**src/rtl/can_rx_destuff_if.sv**
```systemverilog
// Bus-side signal bundle for the CAN receive path with bit destuffing.
// The slave modport is the receiver; the master modport is whoever drives the line.
interface can_rx_destuff_if #(
    parameter int FRAME_BITS = 108
);
    logic                  i_Rx_Serial;
    logic                  o_Rx_DV;
    logic [0:FRAME_BITS-1] o_Rx_Frame;
    logic                  o_Ignora_Bit;
    logic                  o_Erro_Stuffing;

    modport master (
        output i_Rx_Serial,
        input  o_Rx_DV,
        input  o_Rx_Frame,
        input  o_Ignora_Bit,
        input  o_Erro_Stuffing
    );

    modport slave (
        input  i_Rx_Serial,
        output o_Rx_DV,
        output o_Rx_Frame,
        output o_Ignora_Bit,
        output o_Erro_Stuffing
    );
endinterface

```
**src/rtl/can_rx_destuff.sv**
```systemverilog
// CAN bit receiver: mid-bit sampling, stuff-bit removal and error flagging, frame assembly.
// Define CAN_RX_RESYNC_EN to realign the bit phase on every falling edge while receiving.
module can_rx_destuff #(
    parameter int CLKS_PER_BIT = 10,
    parameter int FRAME_BITS   = 108,
    parameter int STUFF_LEN    = 5
) (
    input  logic            i_Clock,
    input  logic            i_Rst_n,
    can_rx_destuff_if.slave bus
);
    localparam int PH_W  = $clog2(CLKS_PER_BIT);
    localparam int IDX_W = $clog2(FRAME_BITS + 1);
    localparam int RUN_W = $clog2(STUFF_LEN + 1);

    localparam logic [PH_W-1:0]  SAMPLE_PH = PH_W'((CLKS_PER_BIT - 1) / 2);
    localparam logic [PH_W-1:0]  LAST_PH   = PH_W'(CLKS_PER_BIT - 1);
    localparam logic [IDX_W-1:0] FULL_IDX  = IDX_W'(FRAME_BITS);
    localparam logic [RUN_W-1:0] STUFF_RUN = RUN_W'(STUFF_LEN);

    typedef enum logic [1:0] {
        IDLE,
        RECV,
        DONE
    } state_t;

    state_t                r_State;
    state_t                w_State_Next;
    logic [PH_W-1:0]       r_Phase;
    logic [PH_W-1:0]       w_Phase_Next;
    logic [IDX_W-1:0]      r_Index;
    logic [IDX_W-1:0]      w_Index_Next;
    logic [RUN_W-1:0]      r_Run;
    logic [RUN_W-1:0]      w_Run_Next;
    logic                  r_Prev_Bit;
    logic                  w_Prev_Next;
    logic [0:FRAME_BITS-1] r_Frame;
    logic [0:FRAME_BITS-1] w_Frame_Next;
    logic                  r_Rx_DV;
    logic                  w_DV_Next;
    logic                  r_Ignora_Bit;
    logic                  w_Ign_Next;
    logic                  r_Erro_Stuffing;
    logic                  w_Err_Next;

    logic                  r_Rx_Meta;
    logic                  r_Rx_Sync;
    logic                  r_Rx_Last;
    logic                  w_Fall;
    logic                  w_Sample;

    // The bus idles recessive, so the synchronizer resets to 1 to avoid a false SOF edge.
    always_ff @(posedge i_Clock or negedge i_Rst_n) begin
        if (!i_Rst_n) begin
            r_Rx_Meta <= 1'b1;
            r_Rx_Sync <= 1'b1;
            r_Rx_Last <= 1'b1;
        end else begin
            r_Rx_Meta <= bus.i_Rx_Serial;
            r_Rx_Sync <= r_Rx_Meta;
            r_Rx_Last <= r_Rx_Sync;
        end
    end

    assign w_Fall   = r_Rx_Last & ~r_Rx_Sync;
    assign w_Sample = (r_State == RECV) && (r_Phase == SAMPLE_PH);

    always_ff @(posedge i_Clock or negedge i_Rst_n) begin
        if (!i_Rst_n) begin
            r_State         <= IDLE;
            r_Phase         <= '0;
            r_Index         <= '0;
            r_Run           <= '0;
            r_Prev_Bit      <= 1'b0;
            r_Frame         <= '1;
            r_Rx_DV         <= 1'b0;
            r_Ignora_Bit    <= 1'b0;
            r_Erro_Stuffing <= 1'b0;
        end else begin
            r_State         <= w_State_Next;
            r_Phase         <= w_Phase_Next;
            r_Index         <= w_Index_Next;
            r_Run           <= w_Run_Next;
            r_Prev_Bit      <= w_Prev_Next;
            r_Frame         <= w_Frame_Next;
            r_Rx_DV         <= w_DV_Next;
            r_Ignora_Bit    <= w_Ign_Next;
            r_Erro_Stuffing <= w_Err_Next;
        end
    end

    always_comb begin
        w_State_Next = r_State;
        w_Phase_Next = r_Phase;
        w_Index_Next = r_Index;
        w_Run_Next   = r_Run;
        w_Prev_Next  = r_Prev_Bit;
        w_Frame_Next = r_Frame;
        w_DV_Next    = 1'b0;
        w_Ign_Next   = 1'b0;
        w_Err_Next   = 1'b0;

        case (r_State)
            IDLE: begin
                if (w_Fall) begin
                    w_Phase_Next = '0;
                    w_Frame_Next = '1;
                    w_Index_Next = '0;
                    w_Run_Next   = '0;
                    w_State_Next = RECV;
                end
            end

            RECV: begin
                w_Phase_Next = (r_Phase == LAST_PH) ? '0 : r_Phase + PH_W'(1);
`ifdef CAN_RX_RESYNC_EN
                if (w_Fall) begin
                    w_Phase_Next = '0;
                end
`endif
                if (w_Sample) begin
                    // A full run means this bit must differ; equal recessive bits mark end of frame.
                    if (r_Run == STUFF_RUN) begin
                        if (r_Rx_Sync != r_Prev_Bit) begin
                            w_Ign_Next  = 1'b1;
                            w_Prev_Next = r_Rx_Sync;
                            w_Run_Next  = RUN_W'(1);
                        end else if (!r_Rx_Sync) begin
                            w_Err_Next   = 1'b1;
                            w_State_Next = IDLE;
                        end else begin
                            if (r_Index < FULL_IDX) begin
                                w_Frame_Next[r_Index] = r_Rx_Sync;
                                w_Index_Next          = r_Index + IDX_W'(1);
                            end
                            w_DV_Next    = 1'b1;
                            w_State_Next = DONE;
                        end
                    end else begin
                        if (r_Index < FULL_IDX) begin
                            w_Frame_Next[r_Index] = r_Rx_Sync;
                            w_Index_Next          = r_Index + IDX_W'(1);
                        end
                        w_Run_Next  = ((r_Run != '0) && (r_Rx_Sync == r_Prev_Bit)) ?
                                      r_Run + RUN_W'(1) : RUN_W'(1);
                        w_Prev_Next = r_Rx_Sync;
                        if ((r_Index + IDX_W'(1)) >= FULL_IDX) begin
                            w_DV_Next    = 1'b1;
                            w_State_Next = DONE;
                        end
                    end
                end
            end

            DONE: begin
                if (r_Rx_Sync) begin
                    w_State_Next = IDLE;
                end
            end

            default: begin
                w_State_Next = IDLE;
            end
        endcase
    end

    assign bus.o_Rx_DV         = r_Rx_DV;
    assign bus.o_Rx_Frame      = r_Frame;
    assign bus.o_Ignora_Bit    = r_Ignora_Bit;
    assign bus.o_Erro_Stuffing = r_Erro_Stuffing;
endmodule

```
**src/flat_wrapper.sv**
```systemverilog
// flat-port wrapper written by rule: the top's interface ports become plain ports
module can_rx_destuff_flat 
#(
    parameter int CLKS_PER_BIT = 10,
    parameter int FRAME_BITS   = 108,
    parameter int STUFF_LEN    = 5
)
  (i_Clock, i_Rst_n, bus_i_Rx_Serial, bus_o_Rx_DV, bus_o_Rx_Frame, bus_o_Ignora_Bit, bus_o_Erro_Stuffing);
  can_rx_destuff_if #(.FRAME_BITS(FRAME_BITS)) bus_i ();
  input  logic i_Clock;
  input  logic i_Rst_n;
  input wire logic [$bits(bus_i.i_Rx_Serial)-1:0] bus_i_Rx_Serial;
  output wire logic [$bits(bus_i.o_Rx_DV)-1:0] bus_o_Rx_DV;
  output wire logic [$bits(bus_i.o_Rx_Frame)-1:0] bus_o_Rx_Frame;
  output wire logic [$bits(bus_i.o_Ignora_Bit)-1:0] bus_o_Ignora_Bit;
  output wire logic [$bits(bus_i.o_Erro_Stuffing)-1:0] bus_o_Erro_Stuffing;
  assign bus_i.i_Rx_Serial = bus_i_Rx_Serial;
  assign bus_o_Rx_DV = bus_i.o_Rx_DV;
  assign bus_o_Rx_Frame = bus_i.o_Rx_Frame;
  assign bus_o_Ignora_Bit = bus_i.o_Ignora_Bit;
  assign bus_o_Erro_Stuffing = bus_i.o_Erro_Stuffing;
  can_rx_destuff #(.CLKS_PER_BIT(CLKS_PER_BIT), .FRAME_BITS(FRAME_BITS), .STUFF_LEN(STUFF_LEN)) u_core (.i_Clock(i_Clock), .i_Rst_n(i_Rst_n), .bus(bus_i));
endmodule
```
**config.mk**
```make
export PLATFORM = sky130hd
export DESIGN_NAME = can_rx_destuff_flat
export DESIGN_NICKNAME = d
export VERILOG_FILES = /design/src/rtl/can_rx_destuff_if.sv /design/src/rtl/can_rx_destuff.sv /design/src/flat_wrapper.sv
export SDC_FILE = /design/constraint.sdc
export NUM_CORES = 1
export LEC_CHECK = 0
export ABC_CLOCK_PERIOD_IN_PS = 2800
export BUFFER_PORTS_ARGS = -buffer_cell sky130_fd_sc_hd__buf_2
export CAP_MARGIN = 20
export CORE_ASPECT_RATIO = 1.75
export CORE_MARGIN = 2
export CORE_UTILIZATION = 40
export DETAILED_ROUTE_END_ITERATION = 10
export PLACE_DENSITY_LB_ADDON = 0.05
export SLEW_MARGIN = 30
export SYNTH_ARGS = -nofsm -noshare
export SYNTH_HDL_FRONTEND = slang
export SYNTH_SLANG_ARGS = --single-unit
```
**constraint.sdc**
```tcl
create_clock -name i_Clock -period 2.8 [get_ports i_Clock]
set_input_delay 0.56 -clock i_Clock [delete_from_list [all_inputs] [get_ports i_Clock]]
set_output_delay 0.56 -clock i_Clock [all_outputs]
set_load 0.005 [all_outputs]
```
Word-level counts from Yosys, hierarchy flattened. Index checks and enable logic that the tools add are counted.

Bits in writable memories: 0. Logic and storage cells: 99. ROM bits: 0. Bits in latches: 0. Register bits: 131. Memories: 0. Output and inout bits: 111.

Reduce and logical (&&, ||, !) cells: 11. Add/subtract/negate cells: 3. $mul: 0. Mux-type cells: 51. Bitwise logic cells: 3. Equality and inequality tests: 15. $lt $le $gt $ge: 4. Shift-type cells: 0. Divide/modulo/power cells: 0.

Operators by type and width (count): $mux 108 (6); $pmux 108 s2 (1); $bwmux 108 (1); $mux 7 (6); $mux 1 (18); $mux 3 (5); $mux 2 (7); $pmux 7 s2 (1); $reduce_and 5->1 (2); $ne 3x3->1 const B (3); $ge 8x8->1 const B (1); $lt 8x1->1 const B (1); $mux 4 (2); $not 7->8 (1); $pmux 4 s2 (1); $add 7x1->7 const B (1); $demux 1 s7 (1); $ge 7x7->1 const B (1); $lt 7x7->1 const B (1); $ne 2x1->1 const B (3); $pmux 2 s3 (1); $pmux 3 s2 (1); $add 4x1->4 const B (1); $eq 4x3->1 const B (1); other kinds (18) (20).

Logic depth before layout (Yosys ltp). Gate-level depths: netlist (run 1).

Depth in word-level cells: 12. Gate-level depth with buffers: 9. Gate-level depth less buffers: 7.

Worst setup path before layout (run 1). Ideal clock, no wire load.

Path kind: reg-to-reg. Start: register u_core.r_Rx_Sync. End: register u_core.r_Frame (netlist bit u_core.bus.o_Rx_Frame[20]). Required time: 2717 ps. Clock period less this slack: 2039 ps. Setup slack: 761 ps. Cell stages (with the launch flop): 10. Library setup time: 83 ps. Arrival: 1956 ps. Cell sequence: dfstp_2 > inv_1 > ha_1 > nand3_1 > nand3_1 > buf_2 > clkbuf_1 > o21ai_0 > a21oi_1 > a21oi_1.

Word-level cells in the longest chain between the ends: 7. Elaborated cells between the ends (all ways): 14. Classes of those cells: eq/ne (4); mux (7); bitwise (2); reduce/logical (1).

Ends and longest elaborated chain: start, declared (line can_rx_destuff.sv:47) `logic r_Rx_Sync;`; start signal, assigned (line can_rx_destuff.sv:60) `r_Rx_Sync <= r_Rx_Meta;`; $bwmux 108 (line can_rx_destuff.sv:133, can_rx_destuff.sv:141); $mux 108 (line can_rx_destuff.sv:132, can_rx_destuff.sv:140); $mux 108 (line can_rx_destuff.sv:128) `end else if (!r_Rx_Sync) begin`; $mux 108 (line can_rx_destuff.sv:124) `if (r_Rx_Sync != r_Prev_Bit) begin`; $mux 108 (line can_rx_destuff.sv:123) `if (r_Run == STUFF_RUN) begin`; $mux 108 (line can_rx_destuff.sv:121) `if (w_Sample) begin`; $pmux 108 s2 (line can_rx_destuff.sv:103) `case (r_State)`; end signal, assigned (line can_rx_destuff.sv:85) `r_Frame <= w_Frame_Next;`; end, declared (line can_rx_destuff.sv:37) `logic [0:FRAME_BITS-1] r_Frame;`.

Parallel ways exist; a longest one is shown, timed or not. The select of a mux whose other input is x is not followed. A chain may end at the register's enable or synchronous reset.

Worst setup path in the final report (run 1).
Start: register u_core.r_Run[0]. End: register u_core.r_Frame (netlist bit u_core.bus.o_Rx_Frame[48]).

Word-level cells in the longest chain between the ends: 4. Elaborated cells between the ends (all ways): 7. Classes of those cells: eq/ne (3); mux (3); reduce/logical (1).

Ends and longest elaborated chain: start, declared (line can_rx_destuff.sv:33) `logic [RUN_W-1:0] r_Run;`; start signal, assigned (line can_rx_destuff.sv:83) `r_Run <= w_Run_Next;`; $eq 3x3->1 * (line can_rx_destuff.sv:123); $mux 108 (line can_rx_destuff.sv:123); $mux 108 (line can_rx_destuff.sv:121); $pmux 108 s2 (line can_rx_destuff.sv:103).

Mark *: on every way between the ends. The rest lies on a longest branch, timed or not. The select of a mux whose other input is x is not followed.

==> results of run 1 <==
-- path summary, 6_finish.rpt --
check	from	end	slack, ns	depth (start not counted)
max	u_core.r_Run[0]	u_core.bus.o_Rx_Frame[48]	0.36	7
min	i_Rst_n	u_core.r_State[1]	0.16	1
max reg2reg	u_core.r_Run[0]	u_core.bus.o_Rx_Frame[48]	0.36	7
min reg2reg	u_core.r_Rx_Meta	u_core.r_Rx_Sync	0.37	0
max in group asynchronous	i_Rst_n	u_core.bus.o_Rx_Frame[81]	1.86	2
min in group i_Clock	bus_i_Rx_Serial	u_core.r_Rx_Meta	0.24	1
-- layout make-up --
cell class / count / share of cell area
Clock buffer: 23 / 0.0579
Clock inverter: 9 / 0.0154
Inverter: 10 / 0.00454
Multi-Input combinational cell: 577 / 0.374
Sequential cell: 131 / 0.414
Timing Repair Buffer: 143 / 0.101
Tap cell: 227 / 0.0344
-- Yosys cell counts, drive strengths merged (3+ instances only) --
| master | count | area, sq um |
|---|---|---|
| ha | 10 | 125 |
| a31oi | 4 | 25.0 |
| and2 | 6 | 37.5 |
| inv | 10 | 37.5 |
| nor4b | 4 | 53.8 |
| a21oi | 222 | 1110 |
| nor2 | 62 | 233 |
| nand2 | 72 | 278 |
| and4b | 3 | 30.0 |
| buf | 35 | 215 |
| nand4 | 3 | 18.8 |
| nor2b | 8 | 50.1 |
| o21ai | 124 | 621 |
| dfrtp | 20 | 500 |
| and3 | 3 | 18.8 |
| nor3 | 4 | 30.0 |
| dfstp | 111 | 2920 |
| nand2b | 3 | 18.8 |
| nand3 | 13 | 70.1 |
| clkbuf | 34 | 128 |
| and4bb | 6 | 75.1 |
-- power by group --
part / total, mW / switching, mW / internal [mW]
clock network: 2.29 / 0.823 / 1.47
logic: 1.66 / 1.11 / 0.548
registers: 2.50 / 0.235 / 2.26
-- worst max-delay path, stage by stage (launching register included) --
cell and delay (ns):
dfrtp_1 0.42, ha_1 0.27, nand2_1 0.19, o22ai_1 0.16, a21oi_4 0.59, buf_4 0.43, a21oi_1 0.11, a21oi_1 0.16
-- layer usage --
| layer | track usage | part of all wire | wire length (um) | vias up |
|---|---|---|---|---|
| li1 | - | - | - | 2972 |
| met1 | 0.309 | 0.40 | 8950 | 3132 |
| met2 | 0.413 | 0.50 | 11100 | 240 |
| met3 | 0.0525 | 0.061 | 1360 | 47 |
| met4 | 0.117 | 0.031 | 685 | 0 |
| met5 | 0 | 0 | 0 | - |
-- state kept, by name (all words and copies together), names as in the netlist --
signal	cells
u_core.r_Index	7
u_core.r_Rx_Sync	1
u_core.bus.o_Rx_DV	1
u_core.bus.o_Ignora_Bit	1
u_core.r_Rx_Last	1
u_core.r_Rx_Meta	1
u_core.bus.o_Rx_Frame	108
u_core.r_Prev_Bit	1
u_core.r_Run	3
u_core.bus.o_Erro_Stuffing	1
u_core.r_Phase	4
u_core.r_State	2
-- logic make-up (layout without fill, tap and decap cells) --
kind of cell,after synthesis,in the layout
DFF,131,131
AOI/OAI and AO/OA,369,369
adders and majority gates,10,10
muxes,2,2
and+or+nand+nor,196,196
buffers and inverters,79,185
==> run_results.csv, run 1 <==
group,metric,value,unit
placed_design,dp.cells,1088,
setup_path,worstPathRequired,3.14,ns
floorplan,fp.dieW,103,um
synthesis,synth_xor_area_frac,0,
clock_network,cts_hold_buffers,0,
detailed_routing,drt_iter0_drc,305,
timing,hold_viol,0,
synthesis,synthDistinctLibCells,53,
global_routing,grt_pass1_wl,35.1,mm
clock_network,clk_pin_slew_worst_paths,0.06,ns
cells_and_area,final_util,0.490,
timing,fin_skew,0.00745,ns
detailed_routing,ant_nets,0,
timing,setup_slack,0.365,ns
synthesis,syn_nets,800,
cells_and_area,nFillCells,1695,
cells_and_area,layout.area.seq,3420,sq um
floorplan,die-area,18200,sq um
power_and_ir_drop,p_per_area,780,nW/um^2
global_routing,antenna_found_initial,0,
global_routing,grt_pass1_vias,6630,
timing,setup_viol,0,
synthesis,synth-async-reset-ratio,1.00,
clock_network,post_cts_resized,0,
power_and_ir_drop,p_leak,3.23,nW
timing,grt_setup_unrepaired,"false",
synthesis,synth-adder-area-share,0.0183,
detailed_routing,vias_per_cell,5.71,
setup_path,path_class,"reg2reg",
synthesis,synth-simple-area-share,0.143,
global_routing,grt_use_total,0.251,
clock_network,cts_buffer_depth,2,
setup_path,cp-end-kind,"flop",
global_routing,grt.overflow.total,0,
detailed_routing,drc,0,
setup_path,crit_arrival,2.77,ns
floorplan,die_h,177,um
status,outcome,"completed",
timing,drv_slew,0,
synthesis,yosysWarnings,0,
floorplan,io_pins,114,
clock_network,worst_skew_pair.late_latency,0.42,ns
synthesis,netlist_area,6850,sq um
detailed_routing,drt_wl_total,22.1,mm
placed_design,dp.final_hpwl,14.1,mm
cells_and_area,syn_to_final_growth,20.7,%
timing,max_freq,411,MHz
synthesis,yosysSeqAreaShare,0.499,
clock_network,cts-root-buf,"clkbuf_16",
placed_design,numPortBuffers,113,
floorplan,initial_utilization,0.406,
timing,setup_tns,0,ns
synthesis,synth_mux_area_frac,0.00311,
power_and_ir_drop,irDropWorstVdd,0.000435,V
detailed_routing,wl_per_cell,19.7,um
clock_network,postCtsSetupBuffers,0,
cells_and_area,nets,893,
synthesis,syn_area_per_cell,8.70,sq um
placed_design,dpl_cell_area,7650,sq um
timing,min_period_over_period,0.870,
synthesis,synth_top_family_by_area,"compound AO/OA/AOI/OAI gates",
cells_and_area,layout_common_cells,"221 x a21oi_1, 115 x o21ai_0, 112 x buf_2, 111 x dfstp_2, 71 x nand2_1",
synthesis,synth_compound_area_frac,0.281,
setup_path,start_kind,"flop",
timing,slew_headroom,0.540,
setup_path,crit_path_max_fanout,29,
synthesis,synth_ff_type,"dfstp_2",
timing,worst_pin_slew,0.681,ns
cells_and_area,finish.instance_area,8260,sq um
timing,period_minus_slack,2.44,ns
synthesis,ys_ff_latch,131,
cells_and_area,layout-drive-gt1-share,0.342,
placed_design,dp_slack,0.394,ns
floorplan,coreArea,16900,sq um
power_and_ir_drop,fin_total_pwr,6.44,mW
cells_and_area,final_common_cell,"a21oi_1",
clock_network,cts.htree.levels,4,
cells_and_area,diodes,0,
detailed_routing,drtPass1Iterations,4,
run,maxCapViolCount,0,
placed_design,gp_congestion,0.826,
synthesis,synth-edff-count,0,
cells_and_area,multi_input_area,3090,sq um
min_path,hp-class,"in2async",
cells_and_area,final-instance-count-excl-fill,1120,
floorplan,rows,63,
timing,holdWs,0.156,ns
clock_network,clock-sinks,131,
detailed_routing,num_vias,6391,
clock_network,cts_tree,"built",
synthesis,syn_inst,787,
clock_network,cts_buffers,17,
global_routing,grt_max_degree,78,
Note: power is estimated with default switching activity, not from simulation.
==> run 2: changes to the inputs <==
--- a/config.mk
+++ b/config.mk
@@ -13,5 +13,5 @@
 export CORE_UTILIZATION = 40
 export DETAILED_ROUTE_END_ITERATION = 10
-export PLACE_DENSITY_LB_ADDON = 0.05
+export PLACE_DENSITY_LB_ADDON = 0.12
 export SLEW_MARGIN = 30
 export SYNTH_ARGS = -nofsm -noshare
==> constraint.sdc (replaced) <==
create_clock -name i_Clock -period 2.8 [get_ports i_Clock]
set_input_delay 0.28 -clock i_Clock [delete_from_list [all_inputs] [get_ports i_Clock]]
set_output_delay 0.28 -clock i_Clock [all_outputs]
set_load 0.005 [all_outputs]
==> run 2 against run 1 <==
  * Routed wire length is 1.3% higher
  * Fmax decreased by 5.6%
  * Sequential power hardly changed
  * Core utilization shrank 0.27 points
  * Final cell count fell by 0.27%
  * Via count up 1.2%
  * Critical endpoint is now u_core.bus.o_Rx_Frame[66]
  * Largest cell class unchanged
==> run_results.csv, run 2 (synthesis results as in run 1) <==
group,metric,value,unit
power_and_ir_drop,p_leak,3.22,nW
setup_path,crit_arrival,2.90,ns
power_and_ir_drop,irDropWorstVdd,0.000540,V
clock_network,clock-sinks,131,
setup_path,crit_path_max_fanout,30,
timing,holdWs,0.390,ns
cells_and_area,syn_to_final_growth,20.0,%
timing,setup_tns,0,ns
placed_design,dp_slack,0.276,ns
timing,grt_setup_unrepaired,"false",
setup_path,cp-end-kind,"flop",
clock_network,cts-root-buf,"clkbuf_16",
setup_path,critPathCapture,"u_core.bus.o_Rx_Frame[66]",
setup_path,rrSetupSlack,0.22,ns
run,maxCapViolCount,0,
timing,setup_slack,0.222,ns
timing,min_period_over_period,0.921,
timing,hold_viol,0,
detailed_routing,drc,0,
power_and_ir_drop,pwr-share-clk,0.348,
clock_network,cts.htree.levels,4,
floorplan,io_pins,114,
power_and_ir_drop,p_sw,2.17,mW
detailed_routing,num_vias,6468,
cells_and_area,finish.instance_area,8220,sq um
placed_design,numPortBuffers,113,
timing,worst_pin_slew,0.817,ns
floorplan,initial_utilization,0.406,
detailed_routing,drt_iter0_drc,476,
cells_and_area,layout_common_cells,"221 x a21oi_1, 115 x o21ai_0, 112 x buf_2, 111 x dfstp_2, 71 x nand2_1",
setup_path,path_class,"reg2reg",
cells_and_area,diodes,0,
setup_path,start_kind,"flop",
detailed_routing,ant_nets,0,
power_and_ir_drop,p_sw_frac,0.341,
detailed_routing,drt_wl_total,22.4,mm
detailed_routing,drtPass1Iterations,5,
cells_and_area,largest_register_ffs,108,
timing,drv_slew,0,
clock_network,clk_pin_slew_worst_paths,0.06,ns
cells_and_area,layout-drive-gt1-share,0.334,
setup_path,crit_start,"u_core.r_Rx_Sync",
clock_network,cts_hold_buffers,2,
min_path,hp-class,"reg2reg",
setup_path,r2r-start,"u_core.r_Rx_Sync",
placed_design,dpl_cell_area,7620,sq um
cells_and_area,final_common_cell,"a21oi_1",
placed_design,dp.final_hpwl,14.4,mm
floorplan,fp.dieW,103,um
power_and_ir_drop,intPower,4.19,mW
power_and_ir_drop,combPwrFrac,0.256,
placed_design,dp.cells,1083,
timing,fin_skew,0.00775,ns
floorplan,die_h,177,um
floorplan,coreArea,16900,sq um
detailed_routing,vias_per_cell,5.79,
detailed_routing,wl_per_cell,20.0,um
cells_and_area,final-instance-count-excl-fill,1117,
clock_network,cts_tree,"built",
placed_design,gp_congestion,0.819,
floorplan,rows,63,
clock_network,worst_skew_pair.late_latency,0.43,ns
cells_and_area,nets,890,
setup_path,rr_endpoint,"u_core.bus.o_Rx_Frame[66]",
global_routing,antenna_found_initial,0,
status,outcome,"completed",
power_and_ir_drop,seqPwrFrac,0.396,
timing,setup_viol,0,
setup_path,reg2reg_depth,7,
global_routing,grt_pass1_wl,35.8,mm
timing,period_minus_slack,2.58,ns
floorplan,die-area,18200,sq um
power_and_ir_drop,p_per_area,774,nW/um^2
global_routing,grt_max_degree,78,
timing,slew_headroom,0.448,
clock_network,cts_buffer_depth,2,
clock_network,cts_buffers,17,
global_routing,grt_pass1_vias,6705,
global_routing,grt_use_total,0.257,
global_routing,grt.overflow.total,0,
timing,max_freq,388,MHz
clock_network,post_cts_resized,0,
setup_path,worstPathRequired,3.12,ns
clock_network,postCtsSetupBuffers,0,
==> run 2: changes by cell type in the layout (fill, tap and decap cells not counted) <==
cell           before  now
buf_4              28   23
bufinv_16           3    2
clkbuf_1            3    6
clkbuf_8            3    4
clkinvlp_4          3    0
dlygate4sd3_1       0    2
==> run 2: worst min path at each step <==
stage                          start  depth (start not counted)                          to
finish              u_core.r_Rx_Meta                          0            u_core.r_Rx_Sync
global route        u_core.r_Rx_Meta                          0            u_core.r_Rx_Sync
CTS                 u_core.r_Rx_Meta                          0            u_core.r_Rx_Sync
detailed placement   bus_i_Rx_Serial                          1            u_core.r_Rx_Meta
global placement    u_core.r_Rx_Meta                          0            u_core.r_Rx_Sync
floorplan                    i_Rst_n                          0  u_core.bus.o_Erro_Stuffing
==> run 2: cell type report <==
class                           count  area [sq um]
Sequential cell                   131          3420
Tap cell                          227           284
Inverter                           10          37.5
Multi-Input combinational cell    577          3090
Clock buffer                       27           503
Timing Repair Buffer              140           813
Clock inverter                      5          75.1
Fill cell                        1723          8650
==> run 2: critical path, stage by stage (launching register included) <==
cell and delay [ns]:
dfstp_2 0.59, inv_1 0.10, ha_1 0.37, nand3_1 0.23, nand3_2 0.32, nor3_4 0.29
buf_4 0.41, a21oi_1 0.15
==> run 2: power groups by stage <==
stage / combinational [mW] / clock, mW / sequential [mW]
after CTS: 1.62 / 2.25 / 2.51
after global routing: 1.78 / 2.34 / 2.55
after detailed placement: 1.61 / 0 / 2.54
final: 1.63 / 2.21 / 2.52
after global placement: 1.57 / 0 / 2.53
after floorplan: 0.982 / 0 / 2.44
==> run 2: stage by stage <==
| step | util | power [mW] |
|---|---|---|
| detailed placement | 0.452 | 4.14 |
| global placement | 0.452 | 4.09 |
| floorplan | - | 3.43 |
| global route | 0.487 | 6.67 |
| finish | 0.487 | 6.36 |
| CTS | 0.487 | 6.38 |
==> run 2: per-layer routing <==
layer / GRT usage / vias up / part of all wire
met2: 0.443 / 239 / 0.53
met4: 0.0899 / 0 / 0.021
met1: 0.315 / 3219 / 0.40
met3: 0.0490 / 34 / 0.048
met5: 0 / - / 0
li1: - / 2976 / -
